**src/rtl/debounce_sync.sv**
```systemverilog
// debounce_sync: multi-channel input conditioner.
// Each raw bit passes through a two-flop synchronizer, then a per-channel
// stability counter that only lets a new level through after it has been
// seen for STABLE_CYCLES consecutive cycles. One-cycle rise/fall pulses are
// registered alongside the clean level.
// Optional feature macro: DEBOUNCE_SYNC_TOGGLE_EN adds a 'toggle' output
// that flips once per rising edge of the debounced level.
module debounce_sync #(
    parameter int WIDTH         = 1,
    parameter int STABLE_CYCLES = 4
) (
    input  logic             clk,
    input  logic             rst,
    input  logic [WIDTH-1:0] raw_in,
    output logic [WIDTH-1:0] out,
    output logic [WIDTH-1:0] rise,
    output logic [WIDTH-1:0] fall
`ifdef DEBOUNCE_SYNC_TOGGLE_EN
    ,
    output logic [WIDTH-1:0] toggle
`endif
);

    // Counter width is derived from the stability threshold only.
    localparam int             CNT_W    = $clog2(STABLE_CYCLES + 1);
    localparam logic [CNT_W-1:0] CNT_LAST = CNT_W'(STABLE_CYCLES - 1);

    logic [WIDTH-1:0] s1_q;
    logic [WIDTH-1:0] s2_q;
    logic [WIDTH-1:0] out_q,  out_d;
    logic [WIDTH-1:0] rise_q, rise_d;
    logic [WIDTH-1:0] fall_q, fall_d;
    logic [CNT_W-1:0] cnt_q [WIDTH];
    logic [CNT_W-1:0] cnt_d [WIDTH];

    // Two-flop synchronizer; only s2_q is allowed to reach the filter.
    always_ff @(posedge clk) begin
        if (rst) begin
            s1_q <= '0;
            s2_q <= '0;
        end else begin
            s1_q <= raw_in;
            s2_q <= s1_q;
        end
    end

    // Per-channel filter: count consecutive disagreements, commit on the last one.
    always_comb begin
        out_d  = out_q;
        rise_d = '0;
        fall_d = '0;
        for (int i = 0; i < WIDTH; i++) begin
            cnt_d[i] = cnt_q[i];
            if (s2_q[i] == out_q[i]) begin
                cnt_d[i] = '0;
            end else if (cnt_q[i] == CNT_LAST) begin
                out_d[i]  = s2_q[i];
                cnt_d[i]  = '0;
                rise_d[i] = s2_q[i];
                fall_d[i] = ~s2_q[i];
            end else begin
                cnt_d[i] = cnt_q[i] + CNT_W'(1);
            end
        end
    end

    // Filter state and registered edge pulses.
    always_ff @(posedge clk) begin
        if (rst) begin
            out_q  <= '0;
            rise_q <= '0;
            fall_q <= '0;
            for (int i = 0; i < WIDTH; i++) begin
                cnt_q[i] <= '0;
            end
        end else begin
            out_q  <= out_d;
            rise_q <= rise_d;
            fall_q <= fall_d;
            for (int i = 0; i < WIDTH; i++) begin
                cnt_q[i] <= cnt_d[i];
            end
        end
    end

    assign out  = out_q;
    assign rise = rise_q;
    assign fall = fall_q;

`ifdef DEBOUNCE_SYNC_TOGGLE_EN
    logic [WIDTH-1:0] toggle_q;

    // Latched level that flips the cycle after each rise pulse.
    always_ff @(posedge clk) begin
        if (rst) begin
            toggle_q <= '0;
        end else begin
            toggle_q <= toggle_q ^ rise_q;
        end
    end

    assign toggle = toggle_q;
`endif

endmodule

```
**config.mk**
```make
export PLATFORM = sky130hd
export DESIGN_NAME = debounce_sync
export DESIGN_NICKNAME = d
export VERILOG_FILES = /design/src/rtl/debounce_sync.sv
export SDC_FILE = /design/constraint.sdc
export NUM_CORES = 1
export LEC_CHECK = 0
export BUFFER_PORTS_ARGS = -buffer_cell sky130_fd_sc_hd__clkbuf_2
export CAP_MARGIN = 10
export CORE_AREA = 3 3 40 42
export CTS_BUF_LIST = sky130_fd_sc_hd__clkbuf_16
export DETAILED_ROUTE_END_ITERATION = 7
export DIE_AREA = 0 0 43 45
export HOLD_SLACK_MARGIN = 0.05
export PLACE_DENSITY = 0.34
export REMOVE_ABC_BUFFERS = 1
export SYNTH_ARGS = -nofsm -noshare
export SYNTH_HDL_FRONTEND = slang
export SYNTH_SLANG_ARGS = --single-unit
```
**constraint.sdc**
```tcl
create_clock -name clk -period 1.54 [get_ports clk]
set_clock_uncertainty 0.1 [all_clocks]
set_input_delay 0.385 -clock clk [delete_from_list [all_inputs] [get_ports clk]]
set_output_delay 0.385 -clock clk [all_outputs]
set_load 0.03 [all_outputs]
```
==> results.yml, run 1 <==
detailed_routing:
  met3_length_um: 54
  routedWlPerCell_um: 9.11
  drt-total-wl_um: 401
  drc: 0
  dr_total_vias: 184
  route.met2.wl_um: 158
  via_per_inst: 4.18
  ant_nets: 0
  wl_met1_um: 177
  drtIter0Drc: 1
  highest_layer: "met4"
  drtPass1Iterations: 3
worst_setup_path:
  crit_arrival_ps: 850
  critPathLaunchType: "register"
  worstSetupPathType: "reg2out"
  slowest_delay_ps: 380
  worstPathBufferInverterCount: 1
  cp.required_ps: 1050
  endpoint_kind: "output port"
  cp_top_family: "flip-flops"
  path_depth: 1
  ff2ff_setup_slack_ps: 330
  crit_fanout: 5
  path_cells: "clkbuf_2"
  reg2reg_depth: 3
  crit_slowest_cell: "dfxtp_1"
die:
  die_area_um2: 1940
  core_region_area_um2: 1280
  die_h_um: 45
  rows: 13
  dieWidth_um: 43
  initial_core_util_pct: 21.5
  io_pins: 6
timing:
  report.final.hold_viol_count: 0
  worstMarginPinSlew_ps: 279
  setup_viol: 0
  final.setup.tns_ps: 0
  rsz0062_at_grt: "false"
  maxSlewViolCount: 0
  min_period_ps: 1330
  relSlewSlack_pct: 81.3
  timing.fmax_mhz: 750
  fin_crit_sh_pct: 86.6
clock_network:
  cts_tree: "done"
  clk_pin_slew_ps: 30
  clk_path_buf_depth: 2
  root_buffer: "clkbuf_16"
  post_cts_resized: 0
  cts_sinks: 8
  cts_hold_buffers: 0
  post_cts.repair.setup_buffers: 0
  cts_buffers: 3
  htree_levels: 1
  insertion_delay_ps: 230
synth:
  ys_seq_area_share_pct: 57.9
  syn_area_per_cell_um2: 13.2
  synth_cell_types: 10
  syn-cell-area_um2: 277
  ys_seq_elements: 8
  synth_warnings: 0
  netlist_instances: 21
layout:
  n_fill_cell: 131
  antenna_cells: 0
  area_growth_pct: 43.0
  final_nets: 36
  drive_above_1_share_pct: 37.9
  final_area_um2: 395
global_routing:
  antenna_found_initial: 0
  grt_pass1_vias: 184
  grt_start_max_net_pins: 9
  grt_pass1_wl_um: 717
  grtUsageTotal_pct: 6.03
  gr-total-overflow: 0
placed_design:
  dpl.hpwl_um: 285
  dpl_cell_area_um2: 320
  routabilityCongestion: 0.572
  io_buffers: 5
hold_path:
  whs_path_depth: 2
  min_path_type: "in2reg"
pwr:
  p_per_area_nw_per_um2: 1650
  p_leak_nw: 0.160
  vdd_drop_max_v: 0.000600
job:
  maxCapViolations: 0
run_status:
  status: "finished clean"
final cells by class:
class | instances | area [µm²] | share of cell area (%)
flip-flops and latches | 8 | 160 | 40.5
inverters | 1 | 3.75 | 0.949
multi-input cells | 12 | 113 | 28.5
repair buffers | 5 | 25.0 | 6.33
clock buffers | 3 | 75.1 | 19.0
well taps | 15 | 18.8 | 4.75
flip-flops by register name, indices dropped and copies added, names as in the netlist:
name	cells
fall	1
rise	1
s2_q	1
out	1
cnt_q	3
s1_q	1
per-stage QoR:
step | power (mW) | cells | worst slack, ps | hold WS (ps) | util, %
after global placement | 0.227 | 41 | 319 | 315 | 24.9
final | 0.652 | 44 | 207 | 271 | 30.8
after global routing | 0.674 | 44 | 153 | 300 | 30.8
after detailed placement | 0.227 | 41 | 317 | 330 | 24.9
after CTS | 0.662 | 44 | 195 | 268 | 30.8
after floorplan | 0.221 | 21 | 385 | 305 | -
synth_stat cells:
library cell | number | area share, %
nor4_1 | 2 | 4.5
ha_1 | 2 | 9.0
dfxtp_1 | 8 | 58
inv_1 | 1 | 1.4
mux2i_1 | 1 | 3.6
and4bb_2 | 2 | 9.0
xnor2_1 | 1 | 3.2
nor2b_1 | 2 | 4.5
nor4b_2 | 1 | 5.4
nor2_1 | 1 | 1.4
kinds of logic (layout without fill, tap and decap cells):
kind of cell	Yosys count	in the layout	share of synthesized area, %
xor+xnor	1	1	3.17
buf+inv	1	9	1.36
mux	1	1	3.62
simple gates	8	8	24.9
flops	8	8	57.9
fa+ha+maj	2	2	9.05
power by group:
part	internal, mW	switching, mW
clock	0.334	0.0946
sequential	0.212	0.00172
combinational	0.00524	0.00481
final timing paths:
| kind | startpoint | end |
|---|---|---|
| hold / removal | raw_in | s1_q |
| setup / recovery | out | out |
| setup reg to reg | cnt_q[0][0] | cnt_q[0][0] |
| hold reg to reg | cnt_q[0][0] | cnt_q[0][0] |
cell usage in the layout (no fill, tap or decap):
cell type  n
mux2i_1    1
inv_1      1
nor4b_2    1
and4bb_2   2
clkbuf_16  3
nor2b_1    2
nor2_1     1
dfxtp_1    8
ha_1       2
clkbuf_2   5
xnor2_1    1
nor4_1     2
metal layers:
layer / up-vias / GRT usage [%]
li1: 93 / -
met1: 81 / 5.39
met2: 8 / 6.59
met3: 2 / 7.57
met4: 0 / 5.42
met5: - / 0
Note: power is estimated with default switching activity, not from simulation.
==> inputs of run 2 (changes only) <==
--- a/config.mk
+++ b/config.mk
@@ -7,13 +7,16 @@
 export LEC_CHECK = 0
 export BUFFER_PORTS_ARGS = -buffer_cell sky130_fd_sc_hd__clkbuf_2
 export CAP_MARGIN = 10
+export CELL_PAD_IN_SITES_DETAIL_PLACEMENT = 0
+export CELL_PAD_IN_SITES_GLOBAL_PLACEMENT = 1
 export CORE_AREA = 3 3 40 42
 export CTS_BUF_LIST = sky130_fd_sc_hd__clkbuf_16
 export DETAILED_ROUTE_END_ITERATION = 7
 export DIE_AREA = 0 0 43 45
 export HOLD_SLACK_MARGIN = 0.05
-export PLACE_DENSITY = 0.34
+export PLACE_DENSITY = 0.4
 export REMOVE_ABC_BUFFERS = 1
 export SYNTH_ARGS = -nofsm -noshare
 export SYNTH_HDL_FRONTEND = slang
 export SYNTH_SLANG_ARGS = --single-unit
+export TNS_END_PERCENT = 10
==> run 2 against run 1 <==
Net effect:
- count of clock-buffer cells in the layout unchanged
- worst setup slack improved by 2.0 ps
- sequential share of layout area stayed put
- die area did not move
- sequential power hardly changed
- total power shrank 0.50%
- largest cell class unchanged
==> results.yml, run 2 (synthesis gave the netlist of run 1 again) <==
run_status:
  status: "finished clean"
worst_setup_path:
  cp.required_ps: 1050
  crit_arrival_ps: 850
  crit_slowest_cell: "dfxtp_1"
  endpoint_kind: "output port"
  crit_fanout: 5
  slowest_delay_ps: 380
  worstPathBufferInverterCount: 1
  critPathLaunchType: "register"
  worstSetupPathType: "reg2out"
  path_cells: "clkbuf_2"
  cp_top_family: "flip-flops"
layout:
  final_nets: 36
  regArea_um2: 160
  drive_above_1_share_pct: 37.9
  largest_reg_flops: 3
  area_growth_pct: 43.0
  most-common-layout-cells: "dfxtp_1, clkbuf_2, clkbuf_16"
  n_fill_cell: 136
  antenna_cells: 0
  multi_input_area_um2: 113
  utilization_pct: 30.8
  regMostFlops: "cnt_q"
  final_common_cell: "dfxtp_1"
pwr:
  p_per_area_nw_per_um2: 1640
  p_leak_nw: 0.160
  vdd_drop_max_v: 0.000862
hold_path:
  min_path_type: "in2reg"
global_routing:
  antenna_found_initial: 0
  met3_usage_pct: 1.59
  grt_pass1_wl_um: 627
  grtUsageMet1_pct: 4.88
  gr-total-overflow: 0
  grt.busiest_layer: "met4"
  grt_pass1_vias: 162
  grt_start_max_net_pins: 9
  grtUsageTotal_pct: 5.35
  gr-usage-met2_pct: 6.59
timing:
  final.setup.tns_ps: 0
  relSlewSlack_pct: 79.2
  report.final.hold_viol_count: 0
  setup_viol: 0
  maxSlewViolCount: 0
  timing.fmax_mhz: 751
  min_period_ps: 1330
  worstMarginPinSlew_ps: 309
  fin_crit_sh_pct: 86.4
  rsz0062_at_grt: "false"
die:
  core_region_area_um2: 1280
  rows: 13
  io_pins: 6
  die_area_um2: 1940
  dieWidth_um: 43
  die_h_um: 45
  initial_core_util_pct: 21.5
clock_network:
  htree_levels: 1
  post_cts_resized: 0
  cts_sinks: 8
  cts_hold_buffers: 0
  cts_buffers: 3
  clk_path_buf_depth: 2
  cts_tree: "done"
  post_cts.repair.setup_buffers: 0
  clk_pin_slew_ps: 40
  root_buffer: "clkbuf_16"
  insertion_delay_ps: 230
placed_design:
  dpl.hpwl_um: 318
  io_buffers: 5
  routabilityCongestion: 0.616
detailed_routing:
  drt-total-wl_um: 437
  drc: 0
  routedWlPerCell_um: 9.93
  drtPass1Iterations: 2
  via_per_inst: 4.11
  dr_total_vias: 181
  ant_nets: 0
  drtIter0Drc: 2
job:
  maxCapViolations: 0
==> run 2: path summary, 6_finish.rpt <==
| kind | from | to | slack (ps) | cells after the start |
|---|---|---|---|---|
| worst max-delay path | out | out | 210 | 1 |
| worst max register to register | cnt_q[0][0] | out | 280 | 4 |
| worst min register to register | cnt_q[0][0] | cnt_q[0][0] | 340 | 1 |
| worst min-delay path | raw_in | s1_q | 270 | 2 |
==> run 2: area by class of cell <==
type                            instances  area share [%]
Sequential cell                         8            40.5
Multi-Input combinational cell         12            28.5
Clock buffer                            3            19.0
Timing Repair Buffer                    5            6.33
Tap cell                               15            4.75
Inverter                                1           0.949
==> run 2: metrics by stage <==
| step | cell area, µm² | hold WS (ps) | setup WS (ps) | instances | total power [mW] |
|---|---|---|---|---|---|
| final | 395 | 269 | 209 | 44 | 0.649 |
| after CTS | 395 | 267 | 209 | 44 | 0.658 |
| after detailed placement | 320 | 328 | 281 | 41 | 0.227 |
| after global routing | 395 | 287 | 201 | 44 | 0.667 |
| after global placement | 320 | 315 | 318 | 41 | 0.227 |
| after floorplan | 277 | 305 | 385 | 21 | 0.221 |
==> run 2: power by group <==
group | internal (mW) | switching (mW)
clock network | 0.334 | 0.0914
logic | 0.00519 | 0.00514
registers | 0.212 | 0.00165
total | 0.551 | 0.0982
==> run 2: metal layers <==
layer  share of wire (%)  up-vias
li1                    -       93
met1                  46       77
met2                  39        7
met3                 8.2        4
met4                 6.2        0
met5                   0        -
